==> src/rtl/bsg_cover_mc_pkg.sv <==
// Shared types for the multi-channel coverage collector: channel states,
// the output beat record and a configuration sanity check.
package bsg_cover_mc_pkg;

    // Widest word / counter a beat can carry; instances narrow these fields.
    localparam int max_width_lp       = 64;
    localparam int max_count_width_lp = 32;

    typedef enum logic [1:0] {
        CHAN_FILL  = 2'd0,
        CHAN_WAIT  = 2'd1,
        CHAN_HDR   = 2'd2,
        CHAN_DRAIN = 2'd3
    } chan_state_e;

    typedef struct packed {
        logic                          hdr_v;
        logic [max_width_lp-1:0]       data;
        logic [max_count_width_lp-1:0] count;
    } beat_t;

    // The hit counter must also be able to hold the header entry count (0..els).
    function automatic bit cfg_ok(input int els, input int width, input int count_width);
        return (els >= 1) && (width >= 1) && (width <= max_width_lp) &&
               (count_width <= max_count_width_lp) &&
               (count_width >= $clog2(els + 1));
    endfunction

endpackage

==> src/rtl/bsg_cover_mc_chan.sv <==
// One coverage channel: a small CAM of unique words with saturating hit
// counts, plus the FILL/WAIT/HDR/DRAIN sequencer that frames its drain.
module bsg_cover_mc_chan
    import bsg_cover_mc_pkg::*;
#(
    parameter int width_p       = 16,
    parameter int els_p         = 8,
    parameter int count_width_p = 8,
    parameter int idx_p         = 0
) (
    input  logic               clk_i,
    input  logic               reset_n_i,
    input  logic               v_i,
    input  logic [width_p-1:0] data_i,
    input  logic               drain_i,
    input  logic               grant_i,
    input  logic               yumi_i,
    output logic               ready_o,
    output logic               gate_o,
    output logic               req_o,
    output logic               active_o,
    output logic               done_o,
    output beat_t              beat_o
);

    localparam int idx_w_lp = (els_p > 1) ? $clog2(els_p) : 1;

    chan_state_e              state_q, state_d;
    logic [els_p-1:0]         valid_q, valid_d;
    logic [width_p-1:0]       tag_q [els_p];
    logic [width_p-1:0]       tag_d [els_p];
    logic [count_width_p-1:0] cnt_q [els_p];
    logic [count_width_p-1:0] cnt_d [els_p];

    logic [els_p-1:0]         hit_s;
    logic                     hit_any_s;
    logic                     free_any_s;
    logic [idx_w_lp-1:0]      hit_idx_s;
    logic [idx_w_lp-1:0]      free_idx_s;
    logic [idx_w_lp-1:0]      head_idx_s;
    logic [count_width_p-1:0] num_valid_s;
    beat_t                    beat_s;

    // Compare the incoming word against every occupied entry.
    always_comb begin
        for (int i = 0; i < els_p; i++) begin
            hit_s[i] = valid_q[i] && (tag_q[i] == data_i);
        end
    end

    assign hit_any_s  = |hit_s;
    assign free_any_s = ~(&valid_q);

    // Lowest-index encoders for hit, free slot and drain head, plus occupancy count.
    always_comb begin
        hit_idx_s   = '0;
        free_idx_s  = '0;
        head_idx_s  = '0;
        num_valid_s = '0;
        for (int i = els_p - 1; i >= 0; i--) begin
            hit_idx_s  = hit_s[i]    ? idx_w_lp'(i) : hit_idx_s;
            free_idx_s = !valid_q[i] ? idx_w_lp'(i) : free_idx_s;
            head_idx_s = valid_q[i]  ? idx_w_lp'(i) : head_idx_s;
        end
        for (int i = 0; i < els_p; i++) begin
            num_valid_s = num_valid_s + count_width_p'(valid_q[i]);
        end
    end

    // Next-state, CAM update and current output beat.
    always_comb begin
        state_d = state_q;
        valid_d = valid_q;
        tag_d   = tag_q;
        cnt_d   = cnt_q;
        beat_s  = '0;
        case (state_q)
            CHAN_FILL: begin
                if (v_i) begin
                    if (hit_any_s) begin
                        cnt_d[hit_idx_s] = (cnt_q[hit_idx_s] == '1) ? cnt_q[hit_idx_s]
                                         : cnt_q[hit_idx_s] + count_width_p'(1);
                    end else if (free_any_s) begin
                        valid_d[free_idx_s] = 1'b1;
                        tag_d[free_idx_s]   = data_i;
                        cnt_d[free_idx_s]   = count_width_p'(1);
                    end else begin
                        valid_d = valid_q;
                    end
                end else begin
                    valid_d = valid_q;
                end
                // Input of this cycle is recorded above before leaving FILL.
                state_d = (drain_i || (&valid_d)) ? CHAN_WAIT : CHAN_FILL;
            end
            CHAN_WAIT: begin
                state_d = grant_i ? CHAN_HDR : CHAN_WAIT;
            end
            CHAN_HDR: begin
                beat_s.hdr_v                      = 1'b1;
                beat_s.data[width_p-1:0]          = width_p'(idx_p);
                beat_s.count[count_width_p-1:0]   = num_valid_s;
                if (yumi_i) begin
                    state_d = (num_valid_s == '0) ? CHAN_FILL : CHAN_DRAIN;
                end else begin
                    state_d = CHAN_HDR;
                end
            end
            CHAN_DRAIN: begin
                beat_s.data[width_p-1:0]        = tag_q[head_idx_s];
                beat_s.count[count_width_p-1:0] = cnt_q[head_idx_s];
                if (yumi_i) begin
                    valid_d[head_idx_s] = 1'b0;
                    state_d = (num_valid_s == count_width_p'(1)) ? CHAN_FILL : CHAN_DRAIN;
                end else begin
                    state_d = CHAN_DRAIN;
                end
            end
            default: begin
                state_d = CHAN_FILL;
            end
        endcase
    end

    // State and CAM registers; reset abandons any packet in flight.
    always_ff @(posedge clk_i or negedge reset_n_i) begin
        if (!reset_n_i) begin
            state_q <= CHAN_FILL;
            valid_q <= '0;
            for (int i = 0; i < els_p; i++) begin
                tag_q[i] <= '0;
                cnt_q[i] <= '0;
            end
        end else begin
            state_q <= state_d;
            valid_q <= valid_d;
            for (int i = 0; i < els_p; i++) begin
                tag_q[i] <= tag_d[i];
                cnt_q[i] <= cnt_d[i];
            end
        end
    end

    assign ready_o  = (state_q == CHAN_FILL);
    assign gate_o   = (state_q != CHAN_FILL);
    assign req_o    = (state_q == CHAN_WAIT);
    assign active_o = (state_q == CHAN_HDR) || (state_q == CHAN_DRAIN);
    assign done_o   = active_o && (state_d == CHAN_FILL);
    assign beat_o   = beat_s;

endmodule

==> src/rtl/bsg_cover_mc.sv <==
// Multi-channel coverage collector top: per-channel CAMs sharing one framed
// output stream through a round-robin arbiter.
module bsg_cover_mc
    import bsg_cover_mc_pkg::*;
#(
    parameter int num_chan_p    = 2,
    parameter int width_p       = 16,
    parameter int els_p         = 8,
    parameter int count_width_p = 8,
    parameter int base_idx_p    = 0
) (
    input  logic                          clk_i,
    input  logic                          reset_n_i,
    input  logic [num_chan_p-1:0]         v_i,
    input  logic [num_chan_p*width_p-1:0] data_i,
    output logic [num_chan_p-1:0]         ready_o,
    input  logic [num_chan_p-1:0]         drain_i,
    output logic [num_chan_p-1:0]         gate_o,
    output logic                          v_o,
    output logic                          hdr_v_o,
    output logic [width_p-1:0]            data_o,
    output logic [count_width_p-1:0]      count_o,
    input  logic                          ready_i
);

    localparam int ptr_w_lp = (num_chan_p > 1) ? $clog2(num_chan_p) : 1;

    if (!cfg_ok(els_p, width_p, count_width_p)) begin : g_bad_cfg
        $error("bsg_cover_mc: unsupported width_p/els_p/count_width_p combination");
    end

    logic [num_chan_p-1:0] req_s;
    logic [num_chan_p-1:0] active_s;
    logic [num_chan_p-1:0] done_s;
    logic [num_chan_p-1:0] grant_s;
    beat_t                 beats_s [num_chan_p];
    beat_t                 sel_beat_s;
    logic [ptr_w_lp-1:0]   ptr_q, ptr_d;
    logic                  unused_beat_s;

    for (genvar c = 0; c < num_chan_p; c++) begin : g_chan
        bsg_cover_mc_chan #(
            .width_p       (width_p),
            .els_p         (els_p),
            .count_width_p (count_width_p),
            .idx_p         (base_idx_p + c)
        ) u_chan (
            .clk_i     (clk_i),
            .reset_n_i (reset_n_i),
            .v_i       (v_i[c]),
            .data_i    (data_i[c*width_p +: width_p]),
            .drain_i   (drain_i[c]),
            .grant_i   (grant_s[c]),
            .yumi_i    (active_s[c] & ready_i),
            .ready_o   (ready_o[c]),
            .gate_o    (gate_o[c]),
            .req_o     (req_s[c]),
            .active_o  (active_s[c]),
            .done_o    (done_s[c]),
            .beat_o    (beats_s[c])
        );
    end

    // Grant the first waiting channel at or after the pointer, only when the stream is idle.
    always_comb begin : arb_comb
        logic [ptr_w_lp-1:0] cand;
        logic                taken;
        grant_s = '0;
        taken   = 1'b0;
        cand    = '0;
        for (int k = 0; k < num_chan_p; k++) begin
            cand = ptr_w_lp'((int'(ptr_q) + k) % num_chan_p);
            if (!taken && !(|active_s) && req_s[cand]) begin
                grant_s[cand] = 1'b1;
                taken         = 1'b1;
            end else begin
                taken = taken;
            end
        end
    end

    // Pointer advances past a channel when its packet completes.
    always_comb begin
        ptr_d = ptr_q;
        for (int c = 0; c < num_chan_p; c++) begin
            ptr_d = done_s[c] ? ptr_w_lp'((c + 1) % num_chan_p) : ptr_d;
        end
    end

    // Round-robin pointer register.
    always_ff @(posedge clk_i or negedge reset_n_i) begin
        if (!reset_n_i) begin
            ptr_q <= '0;
        end else begin
            ptr_q <= ptr_d;
        end
    end

    // Select the beat of the single channel currently in HDR or DRAIN.
    always_comb begin
        sel_beat_s = '0;
        for (int c = 0; c < num_chan_p; c++) begin
            sel_beat_s = active_s[c] ? beats_s[c] : sel_beat_s;
        end
    end

    assign v_o           = |active_s;
    assign hdr_v_o       = sel_beat_s.hdr_v;
    assign data_o        = sel_beat_s.data[width_p-1:0];
    assign count_o       = sel_beat_s.count[count_width_p-1:0];
    assign unused_beat_s = ^sel_beat_s;

endmodule

==> config.mk <==
export PLATFORM = sky130hd
export DESIGN_NAME = bsg_cover_mc
export DESIGN_NICKNAME = d
export VERILOG_FILES = /design/src/rtl/bsg_cover_mc_pkg.sv /design/src/rtl/bsg_cover_mc_chan.sv /design/src/rtl/bsg_cover_mc.sv
export SDC_FILE = /design/constraint.sdc
export NUM_CORES = 1
export LEC_CHECK = 0
export CAP_MARGIN = 30
export CORE_AREA = 2 2 230 232
export DETAILED_ROUTE_END_ITERATION = 10
export DIE_AREA = 0 0 232 234
export PLACE_DENSITY = 0.66
export SLEW_MARGIN = 25
export SYNTH_ARGS = -nofsm -noshare
export SYNTH_HDL_FRONTEND = slang
export SYNTH_SLANG_ARGS = --single-unit
export TNS_END_PERCENT = 1
==> constraint.sdc <==
create_clock -name clk_i -period 13.14 [get_ports clk_i]
set_input_delay 2.628 -clock clk_i [delete_from_list [all_inputs] [get_ports clk_i]]
set_output_delay 2.628 -clock clk_i [all_outputs]
set_load 0.01 [all_outputs]
==> out/qor.yml <==
critical_path:
  r2r-end: "g_chan[0].u_chan.cnt_q[62]"
  r2r_slack_ns: 7.58
  critPathArrivalTime_ns: 8.70
  crit_fanout: 16
  crit_type: "input port to flop"
  endpoint_kind: "flop"
  cp.required_ns: 13.59
  r2r_start: "g_chan[0].u_chan.tag_q[22]"
  worst_r2r_path_depth: 15
  startpoint_type: "input port"
sta:
  fin_ws_ns: 4.89
  setup_tns_ns: 0
  rsz0062_at_grt: "no"
  setup_violations: 0
  finalMaxSlewViolations: 0
  clock_skew_ns: 0.0247
  period_needed_ns: 8.25
  hold_violations: 0
  fin_crit_sh_pct: 62.8
  fmax_ghz: 0.121
  tightest_slew_ns: 1.00
  relSlewSlack_pct: 32.6
global_route:
  grt_max_degree: 160
  grt_pass1_vias: 21700
  grt_remaining_overflow: 0
  grt_usage_pct: 33.8
  grt_antenna_before_repair: 1
  grt_pass1_wl_mm: 139
floorplanning:
  chipWidth_um: 232
  coreArea_sq_um: 52000
  die_y_um: 234
  ios: 69
  dieArea_sq_um: 54300
  start_util_pct: 49.3
  rows: 84
route:
  wirelength_mm: 91.3
  first_pass_iters: 6
  viasPerCell: 6.49
  drc: 0
  route.vias.total: 22300
  drt_iter0_drc: 2533
  post_drt_wl_per_cell_um: 26.6
  ant_nets: 0
logic_synthesis:
  syn_inst: 2719
  synthArstFlopShare_pct: 100
  yosysSeqAreaShare_pct: 39.5
  synth_area_leader_cell: "dfrtp_1"
  synth.avg_cell_area_sq_um: 9.43
  netlist_top_cells_count: "dfrtp_1, nand2_1, mux2_2"
  ys_ff_latch: 405
  syn_area_sq_um: 25600
  syn_nets: 2774
  synth_cell_types: 92
  synth_top_cells_by_area: "dfrtp_1, mux2_2, xnor2_1"
  synth.most_common_cell: "dfrtp_1"
  synth_warnings: 0
  ys.flop_type: "dfrtp_1"
  synth_top_area_share_pct: 39.5
  synth_edf_count: 0
final_layout:
  layout-drive-gt1-share_pct: 16.9
  nets: 2763
  num-fill-cells: 4703
  finalNonFillerCells: 3430
  multi_input_area_sq_um: 14700
  syn_to_final_growth_pct: 11.4
  regArea_sq_um: 10100
  final_core_util_pct: 54.9
placement:
  place_inst: 3337
  place_ws_ns: 4.37
  gp_routability_congestion: 1.03
  post-dp-hpwl_mm: 66.8
  io_buffer_count: 68
power:
  power_mw: 5.24
  p_leak_nw: 11.7
  powerDensity_nw_per_um2: 184
  ir_drop_uv: 118
worst_hold_path:
  holdCritStartpoint: "g_chan[1].u_chan.cnt_q[41]"
  hold_class: "flop to flop"
  min_path_cells: 2
  min_delay_worst_endpoint: "g_chan[1].u_chan.cnt_q[41]"
status:
  status: "finished clean"
clocking:
  cts_tree: "built"
  cts_buffer_depth: 3
  clock_sinks: 405
  root_buffer: "clkbuf_16"
  cts_buffers: 48
  postCtsSetupBuffers: 0
  clk_pin_slew_ns: 0.06
  clk_latency_ns: 0.61
  htreeDepth: 2
  post_cts_resized: 0
  holdBufCountCts: 0
job:
  cap_violations: 0
[logic make-up after synthesis]
kind of cell             after synthesis  share of synthesized area [%]
adder cells (fa/ha/maj)               17                           1.05
AO/OA/AOI/OAI                        582                           14.9
flip-flops                           405                           39.5
buffers and inverters                219                           3.58
multiplexers                         296                           14.0
AND/OR/NAND/NOR                      942                           18.1
XOR/XNOR                             258                           8.82
[layout make-up]
class                      instances  share of cell area [%]
antenna                            1                 0.00877
sequential                       405                    35.5
clock buffer                      69                    4.99
multi-input combinational       2095                    51.5
clock inverter                    14                   0.653
inverter                          47                   0.618
timing repair buffer             111                    3.72
tap                              688                    3.02
[sequential cells by signal, summed over array words and instances, names as in the netlist]
signal                 count
g_chan.u_chan.state_q      4
g_chan.u_chan.valid_q     16
g_chan.u_chan.tag_q      256
g_chan.u_chan.cnt_q      128
ptr_q                      1
[through the flow]
stage	cell area, sq um	hold WS, ns
2_1_floorplan	25600	0.458
3_3_place_gp	26800	0.486
3_5_place_dp	26800	0.502
4_1_cts	28400	0.515
5_1_grt	28500	0.558
6_report	28500	0.514
[layout by cell type, fill, tap and decap left out, types with 28 or more instances in the layout]
master / Yosys / layout
inv_1: 46 / 46
xnor2_1: 173 / 173
o21ai_0: 142 / 141
clkbuf_16: 0 / 50
o22ai_1: 40 / 40
a311oi_1: 30 / 30
o221ai_1: 32 / 32
buf_4: 6 / 28
nand4_1: 59 / 59
or4_1: 37 / 37
nor3_1: 55 / 47
mux2_2: 258 / 258
nand2_1: 399 / 399
clkdlybuf4s50_1: 0 / 67
and3_1: 33 / 33
nand3_1: 71 / 71
nor2_1: 136 / 135
o21ai_1: 64 / 65
dfrtp_1: 405 / 405
a21oi_1: 82 / 82
xor2_1: 85 / 85
[critical path, stage by stage]
cell             delay, ns
clkdlybuf4s50_1       0.83
xnor2_1               0.51
or4b_1                0.50
or4_1                 0.77
a311oi_1              0.75
o21ai_2               0.32
mux2i_1               0.20
o21ai_2               0.32
ha_1                  0.23
inv_1                 0.05
a21oi_1               0.36
nand3_2               0.23
nor2_1                0.18
mux2i_1               0.58
o21ai_0               0.21
[routing by layer]
layer | GRT usage (%) | vias up | wire [um]
li1 | - | 9879 | -
met1 | 44.2 | 11200 | 37400
met2 | 56.3 | 1013 | 43700
met3 | 4.37 | 195 | 5890
met4 | 14.8 | 0 | 4390
met5 | 0 | - | 0
[worst max path at each step]
stage	end	slack, ns	cells past startpoint	from
3_5_place_dp	g_chan[0].u_chan.cnt_q[62]	4.37	15	data_i[13]
2_1_floorplan	g_chan[0].u_chan.cnt_q[14]	6.38	17	data_i[6]
5_1_grt	g_chan[0].u_chan.cnt_q[38]	4.56	15	data_i[13]
3_3_place_gp	g_chan[0].u_chan.cnt_q[22]	4.57	16	data_i[6]
4_1_cts	g_chan[0].u_chan.cnt_q[62]	4.99	15	data_i[13]
6_report	g_chan[0].u_chan.cnt_q[62]	4.89	15	data_i[13]
[report_power, final]
part	switching [mW]	internal [mW]
Clock	0.561	0.826
Combinational	1.32	0.854
Sequential	0.240	1.44
Power figures use the tool's default switching activity.
